<file path="config.mk">
export PLATFORM = sky130hd
export DESIGN_NAME = breakout_pixel_gen
export DESIGN_NICKNAME = d
export VERILOG_FILES = /design/src/rtl/breakout_pixel_gen.sv
export SDC_FILE = /design/constraint.sdc
export NUM_CORES = 1
export LEC_CHECK = 0
export BUFFER_PORTS_ARGS = -buffer_cell sky130_fd_sc_hd__buf_4
export CAP_MARGIN = 20
export CORE_UTILIZATION = 55
export DETAILED_ROUTE_END_ITERATION = 8
export PLACE_DENSITY = 0.76
export SETUP_SLACK_MARGIN = 0.4
export SYNTH_ARGS = -nofsm -noshare
export SYNTH_HDL_FRONTEND = slang
export SYNTH_SLANG_ARGS = --single-unit
</file>
<file path="constraint.sdc">
create_clock -name clock -period 3.84 [get_ports clock]
set_clock_uncertainty 0.2 [all_clocks]
set_input_delay 0.768 -clock clock [delete_from_list [all_inputs] [get_ports clock]]
set_output_delay 0.768 -clock clock [all_outputs]
set_load 0.02 [all_outputs]
</file>
<file path="src/rtl/breakout_pixel_gen.sv">
// Breakout ball/paddle game state and 1-bit RGB renderer, downstream of the VGA sync generator.
// Optional MISS_FLASH_EN: red background flash for 8 frames after a miss.
module breakout_pixel_gen #(
    parameter int unsigned H_ACTIVE     = 640,
    parameter int unsigned V_ACTIVE     = 480,
    parameter int unsigned BALL_SIZE    = 8,
    parameter int unsigned PADDLE_W     = 64,
    parameter int unsigned PADDLE_H     = 8,
    parameter int unsigned PADDLE_Y     = 456,
    parameter int unsigned BALL_STEP    = 2,
    parameter int unsigned PADDLE_STEP  = 4,
    parameter int unsigned SERVE_FRAMES = 60
) (
    input  logic       clock,
    input  logic       resetn,
    input  logic [9:0] hcount,
    input  logic [9:0] vcount,
    input  logic       inDispArea,
    input  logic       btn_left,
    input  logic       btn_right,
    output logic       red,
    output logic       green,
    output logic       blue,
    output logic       miss
);

    localparam int unsigned CNT_W = $clog2(SERVE_FRAMES + 1);

    localparam logic [9:0]  BALL_X0      = 10'((H_ACTIVE - BALL_SIZE) / 2);
    localparam logic [9:0]  BALL_Y0      = 10'((V_ACTIVE - BALL_SIZE) / 2);
    localparam logic [9:0]  PADDLE_X0    = 10'((H_ACTIVE - PADDLE_W) / 2);
    localparam logic [9:0]  BALL_X_MAX10 = 10'(H_ACTIVE - BALL_SIZE);
    localparam logic [9:0]  PAD_X_MAX10  = 10'(H_ACTIVE - PADDLE_W);
    localparam logic [9:0]  BALL_HIT_Y   = 10'(PADDLE_Y - BALL_SIZE);
    localparam logic [10:0] X_MAX        = 11'(H_ACTIVE - BALL_SIZE);
    localparam logic [10:0] Y_MAX        = 11'(V_ACTIVE - BALL_SIZE);
    localparam logic [10:0] P_MAX        = 11'(H_ACTIVE - PADDLE_W);
    localparam logic [10:0] B_SIZE       = 11'(BALL_SIZE);
    localparam logic [10:0] B_STEP       = 11'(BALL_STEP);
    localparam logic [10:0] P_STEP       = 11'(PADDLE_STEP);
    localparam logic [10:0] P_W          = 11'(PADDLE_W);
    localparam logic [10:0] P_H          = 11'(PADDLE_H);
    localparam logic [10:0] P_Y          = 11'(PADDLE_Y);

    typedef enum logic [1:0] {StServe, StPlay, StMiss} state_e;

    state_e             state_q, state_d;
    logic [9:0]         ball_x_q, ball_x_d;
    logic [9:0]         ball_y_q, ball_y_d;
    logic [9:0]         paddle_x_q, paddle_x_d;
    logic               dx_q, dx_d;  // 1: moving right
    logic               dy_q, dy_d;  // 1: moving down
    logic [CNT_W-1:0]   serve_cnt_q, serve_cnt_d;
    logic               miss_d;
    logic               red_d, green_d, blue_d;
    logic               bg_red;

    logic        frame_tick;
    logic [10:0] bx, by, px, hc, vc;
    logic        paddle_hit, in_ball, in_paddle;

    assign frame_tick = (vcount == 10'(V_ACTIVE)) && (hcount == 10'd0);
    assign bx = {1'b0, ball_x_q};
    assign by = {1'b0, ball_y_q};
    assign px = {1'b0, paddle_x_q};
    assign hc = {1'b0, hcount};
    assign vc = {1'b0, vcount};

    assign paddle_hit = (by + B_SIZE <= P_Y) && (by + B_SIZE + B_STEP >= P_Y) &&
                        (bx + B_SIZE > px) && (bx < px + P_W);

`ifdef MISS_FLASH_EN
    logic [3:0] flash_q, flash_d;
    assign bg_red = (flash_q != 4'd0);
`else
    assign bg_red = 1'b0;
`endif

    always_comb begin
        state_d     = state_q;
        ball_x_d    = ball_x_q;
        ball_y_d    = ball_y_q;
        paddle_x_d  = paddle_x_q;
        dx_d        = dx_q;
        dy_d        = dy_q;
        serve_cnt_d = serve_cnt_q;
        miss_d      = 1'b0;
`ifdef MISS_FLASH_EN
        flash_d     = flash_q;
`endif
        if (frame_tick) begin
            if (btn_left && !btn_right) begin
                paddle_x_d = (px >= P_STEP) ? 10'(px - P_STEP) : 10'd0;
            end else if (btn_right && !btn_left) begin
                paddle_x_d = (px + P_STEP >= P_MAX) ? PAD_X_MAX10 : 10'(px + P_STEP);
            end
`ifdef MISS_FLASH_EN
            if (flash_q != 4'd0) flash_d = flash_q - 4'd1;
`endif
            unique case (state_q)
                StServe: begin
                    if (serve_cnt_q == CNT_W'(SERVE_FRAMES - 1)) begin
                        serve_cnt_d = '0;
                        dx_d        = 1'b1;
                        dy_d        = 1'b0;
                        state_d     = StPlay;
                    end else begin
                        serve_cnt_d = serve_cnt_q + CNT_W'(1);
                    end
                end
                StPlay: begin
                    if (dx_q) begin
                        if (bx + B_STEP >= X_MAX) begin
                            ball_x_d = BALL_X_MAX10;
                            dx_d     = 1'b0;
                        end else begin
                            ball_x_d = 10'(bx + B_STEP);
                        end
                    end else if (bx <= B_STEP) begin
                        ball_x_d = 10'd0;
                        dx_d     = 1'b1;
                    end else begin
                        ball_x_d = 10'(bx - B_STEP);
                    end

                    if (!dy_q) begin
                        if (by <= B_STEP) begin
                            ball_y_d = 10'd0;
                            dy_d     = 1'b1;
                        end else begin
                            ball_y_d = 10'(by - B_STEP);
                        end
                    end else if (paddle_hit) begin
                        ball_y_d = BALL_HIT_Y;
                        dy_d     = 1'b0;
                    end else if (by + B_STEP >= Y_MAX) begin
                        state_d = StMiss;
                        miss_d  = 1'b1;
`ifdef MISS_FLASH_EN
                        flash_d = 4'd8;
`endif
                    end else begin
                        ball_y_d = 10'(by + B_STEP);
                    end
                end
                StMiss: begin
                    ball_x_d    = BALL_X0;
                    ball_y_d    = BALL_Y0;
                    serve_cnt_d = '0;
                    state_d     = StServe;
                end
                default: state_d = StServe;
            endcase
        end
    end

    assign in_ball   = (hc >= bx) && (hc < bx + B_SIZE) && (vc >= by) && (vc < by + B_SIZE) &&
                       (state_q != StMiss);
    assign in_paddle = (hc >= px) && (hc < px + P_W) && (vc >= P_Y) && (vc < P_Y + P_H);

    always_comb begin
        red_d   = 1'b0;
        green_d = 1'b0;
        blue_d  = 1'b0;
        if (inDispArea) begin
            if (in_ball) begin
                red_d   = 1'b1;
                green_d = 1'b1;
                blue_d  = 1'b1;
            end else if (in_paddle) begin
                blue_d  = 1'b1;
            end else begin
                red_d   = bg_red;
            end
        end
    end

    always_ff @(posedge clock or negedge resetn) begin
        if (!resetn) begin
            state_q     <= StServe;
            ball_x_q    <= BALL_X0;
            ball_y_q    <= BALL_Y0;
            paddle_x_q  <= PADDLE_X0;
            dx_q        <= 1'b1;
            dy_q        <= 1'b0;
            serve_cnt_q <= '0;
            miss        <= 1'b0;
            red         <= 1'b0;
            green       <= 1'b0;
            blue        <= 1'b0;
        end else begin
            state_q     <= state_d;
            ball_x_q    <= ball_x_d;
            ball_y_q    <= ball_y_d;
            paddle_x_q  <= paddle_x_d;
            dx_q        <= dx_d;
            dy_q        <= dy_d;
            serve_cnt_q <= serve_cnt_d;
            miss        <= miss_d;
            red         <= red_d;
            green       <= green_d;
            blue        <= blue_d;
        end
    end

`ifdef MISS_FLASH_EN
    always_ff @(posedge clock or negedge resetn) begin
        if (!resetn) flash_q <= 4'd0;
        else         flash_q <= flash_d;
    end
`endif

endmodule
</file>
==> metrics.txt <==
outcome=finished clean; global route total overflow=0; CP max-delay cell=dfstp_2; die area=9380 µm²; most used cell along the critical path=o21ai_1; crit path DAT=3.46 ns; Core Region=8720 µm²; number of flops mapped to enable cells by yosys=0; top achievable clock speed=287 MHz; Tot GR Track Use=30.7%; Slew Viols, Final=0; Die Y=96.9 µm; share of layout cells above drive strength 1=18.2%; Final min period=3.48 ns; CTS Buf Count=5; ant diodes=0; Fin Setup TNS=0 ns; max incr delay on CP=0.60 ns; Worst-path clk slew=0.10 ns; cells along the critical path=buf_4, nand3_4, xnor2_2, ha_1, nand4_1, o21ai_1, a221o_1, a31oi_4, o41ai_4, o21ai_1, nand3_1, mux2_2; PwrDens=153 nW/µm²; nets=781; switching power=225 µW; Int Pwr=647 µW; first-pass GRT wire length=23700 µm; Initial Utilization=56.8%; CP top delay family=compound AO/OA/AOI/OAI gates; worst-path fanout max=5; WL/cell=18.7 µm; CTS Sinks=39; M3 GR Usage=4.55%; global routing's busiest layer=met2; drt drc=0; met1 Use GR=40.2%; synth-to-layout area growth=15.2%; number of max-cap violations=0; I/O pin count=29; TritonRoute pass-1 iters=5; Yosys warnings=0; Crit Path Category=reg2reg; row cnt=34; RSZ-0062 raised after global routing=true; Crit path buffers/inverters=1; period utilization=90.6%; worst hold slack=0.236 ns; Net Count, Synth=738; final setup margin=0.360 ns; min-delay worst type=in2async; Syn Area/Cell=7.83 µm²; Post-synth top flop=dfrtp_1; Port Buffer Count=28; remaining antenna violation count=0; die width=96.9 µm; CP required=3.82 ns; vias in the first global route=4841; fin util=65.4%; worst slew pin tran=0.937 ns; final setup vio count=0; crit start category=flip-flop; Hold Fails Final Rpt=0; Clk pwr share=42.1%; M2 GR Usage=51.1%; largest net degree at the start of global routing=40; CTS tree=done; hold_buf cts=0; Pwr Total=872 µW; RD Place Congestion=0.952; sequential group share of total power=47.2%; count of different cell masters after synthesis=77; initial antenna violation count=0; drt initial violations=410; clock root buffer=clkbuf_8; sw frac=25.8%; fill cell count=737; Async SR Flop Fraction=100%; register area share after synthesis=20.0%; Place WS=0.134 ns; Combinational Power Share=10.7%; Via density=6.52; Post-Synthesis Cells=632; synthesized flop and latch total=39; worst rel slew slack=37.0%; FF/Latch Area=998 µm²; Detailed Place HPWL=11000 µm; capturing element type of the critical path=flip-flop; maximum vdd drop=0.147 mV; final WL=14600 µm; Lkg Pwr=0.00249 µW; Post-Syn Area=4950 µm²; H-Tree Depth=2; clk_lat worst skew=0.31 ns; Multi-input gate area=3790 µm²; Via Count=5113; Clock Tree Buf Depth=2
## through the flow
| step | cells | instance area (µm²) |
|---|---|---|
| after floorplan | 632 | 4970 |
| after global placement | 760 | 5320 |
| after detailed placement | 760 | 5320 |
| after CTS | 777 | 5530 |
| after global routing | 784 | 5700 |
| final | 784 | 5700 |
## per-layer routing
metal / part of all wire (%) / vias up
li1: - / 2430
met1: 42 / 2403
met2: 47 / 235
met3: 7.9 / 45
met4: 3.6 / 0
met5: 0 / -
## power by group through the flow
| stage | combinational (µW) | sequential (µW) | clock (µW) |
|---|---|---|---|
| floorplan | 40.9 | 419 | 0 |
| global placement | 89.5 | 419 | 0 |
| detailed placement | 92.8 | 419 | 0 |
| CTS | 93.3 | 411 | 369 |
| global route | 106 | 411 | 386 |
| finish | 93.6 | 411 | 367 |
## registers in the layout (all words and copies together) (netlist names)
| signal | count |
|---|---|
| miss | 1 |
| dy_q | 1 |
| green | 1 |
| ball_x_q | 9 |
| dx_q | 1 |
| blue | 1 |
| paddle_x_q | 8 |
| state_q | 2 |
| serve_cnt_q | 6 |
| ball_y_q | 9 |
## final timing paths
| kind | from | endpoint | slack (ns) | cells after the start |
|---|---|---|---|---|
| max | ball_x_q[4] | state_q[1] | 0.36 | 12 |
| max reg2reg | ball_x_q[4] | state_q[1] | 0.36 | 12 |
| min reg2reg | serve_cnt_q[5] | serve_cnt_q[5] | 0.30 | 1 |
| min | resetn | paddle_x_q[4] | 0.24 | 1 |
| max in group asynchronous | resetn | ball_y_q[4] | 2.81 | 1 |
| min in group clock | serve_cnt_q[5] | serve_cnt_q[5] | 0.30 | 1 |
## what timing repair did
action	CTS	global route
gates resized for setup	8	25
setup endpoints to repair	14	15
endpoints found under the hold margin	0	0
pin swaps	2	16
setup buffers	9	7
## cell families after synthesis
| family | synth area share (%) |
|---|---|
| AO/OA/AOI/OAI | 26.9 |
| XOR/XNOR | 4.07 |
| adder cells (fa/ha/maj) | 20.5 |
| buffers and inverters | 6.17 |
| flip-flops | 20.0 |
| multiplexers | 1.09 |
| AND/OR/NAND/NOR | 21.2 |
## cell usage after synthesis, drive strengths merged, types with 5 or more instances
cell | count | area, µm²
nand3 | 26 | 130
inv | 47 | 176
o21ai | 58 | 290
o21a | 5 | 37.5
a31oi | 11 | 68.8
o22ai | 7 | 43.8
nor2 | 47 | 176
nand4 | 11 | 68.8
buf | 6 | 45.0
a21oi | 49 | 253
xnor2 | 19 | 166
dfstp | 13 | 342
o31ai | 14 | 110
clkbuf | 19 | 72.6
nor3 | 22 | 110
ha | 81 | 1010
and3 | 8 | 51.3
nor2b | 9 | 56.3
or3 | 6 | 43.8
nand2 | 48 | 180
dfrtp | 26 | 651
nor4 | 6 | 37.5
## cells in the final DEF (no fill, tap or decap), drive strengths merged, types with 6 or more instances in the layout
cell,netlist,layout
nand4,11,11
buf,6,61
nor2b,9,9
and3,8,8
o31ai,14,14
a31oi,11,11
dfrtp,26,26
nand3,26,26
nand2,48,48
dfstp,13,13
o21ai,58,58
a21oi,49,49
inv,47,47
o22ai,7,7
or3,6,6
nor4,6,6
xnor2,19,19
ha,81,81
nor3,22,22
nor2,47,47
## cell type report
class | count | share of cell area, %
inverters | 50 | 3.29
flip-flops and latches | 39 | 17.5
clock buffers | 5 | 1.21
repair buffers | 61 | 8.30
well taps | 108 | 2.37
clock inverters | 3 | 0.768
multi-input cells | 518 | 66.5
Note: power is estimated with default switching activity, not from simulation.
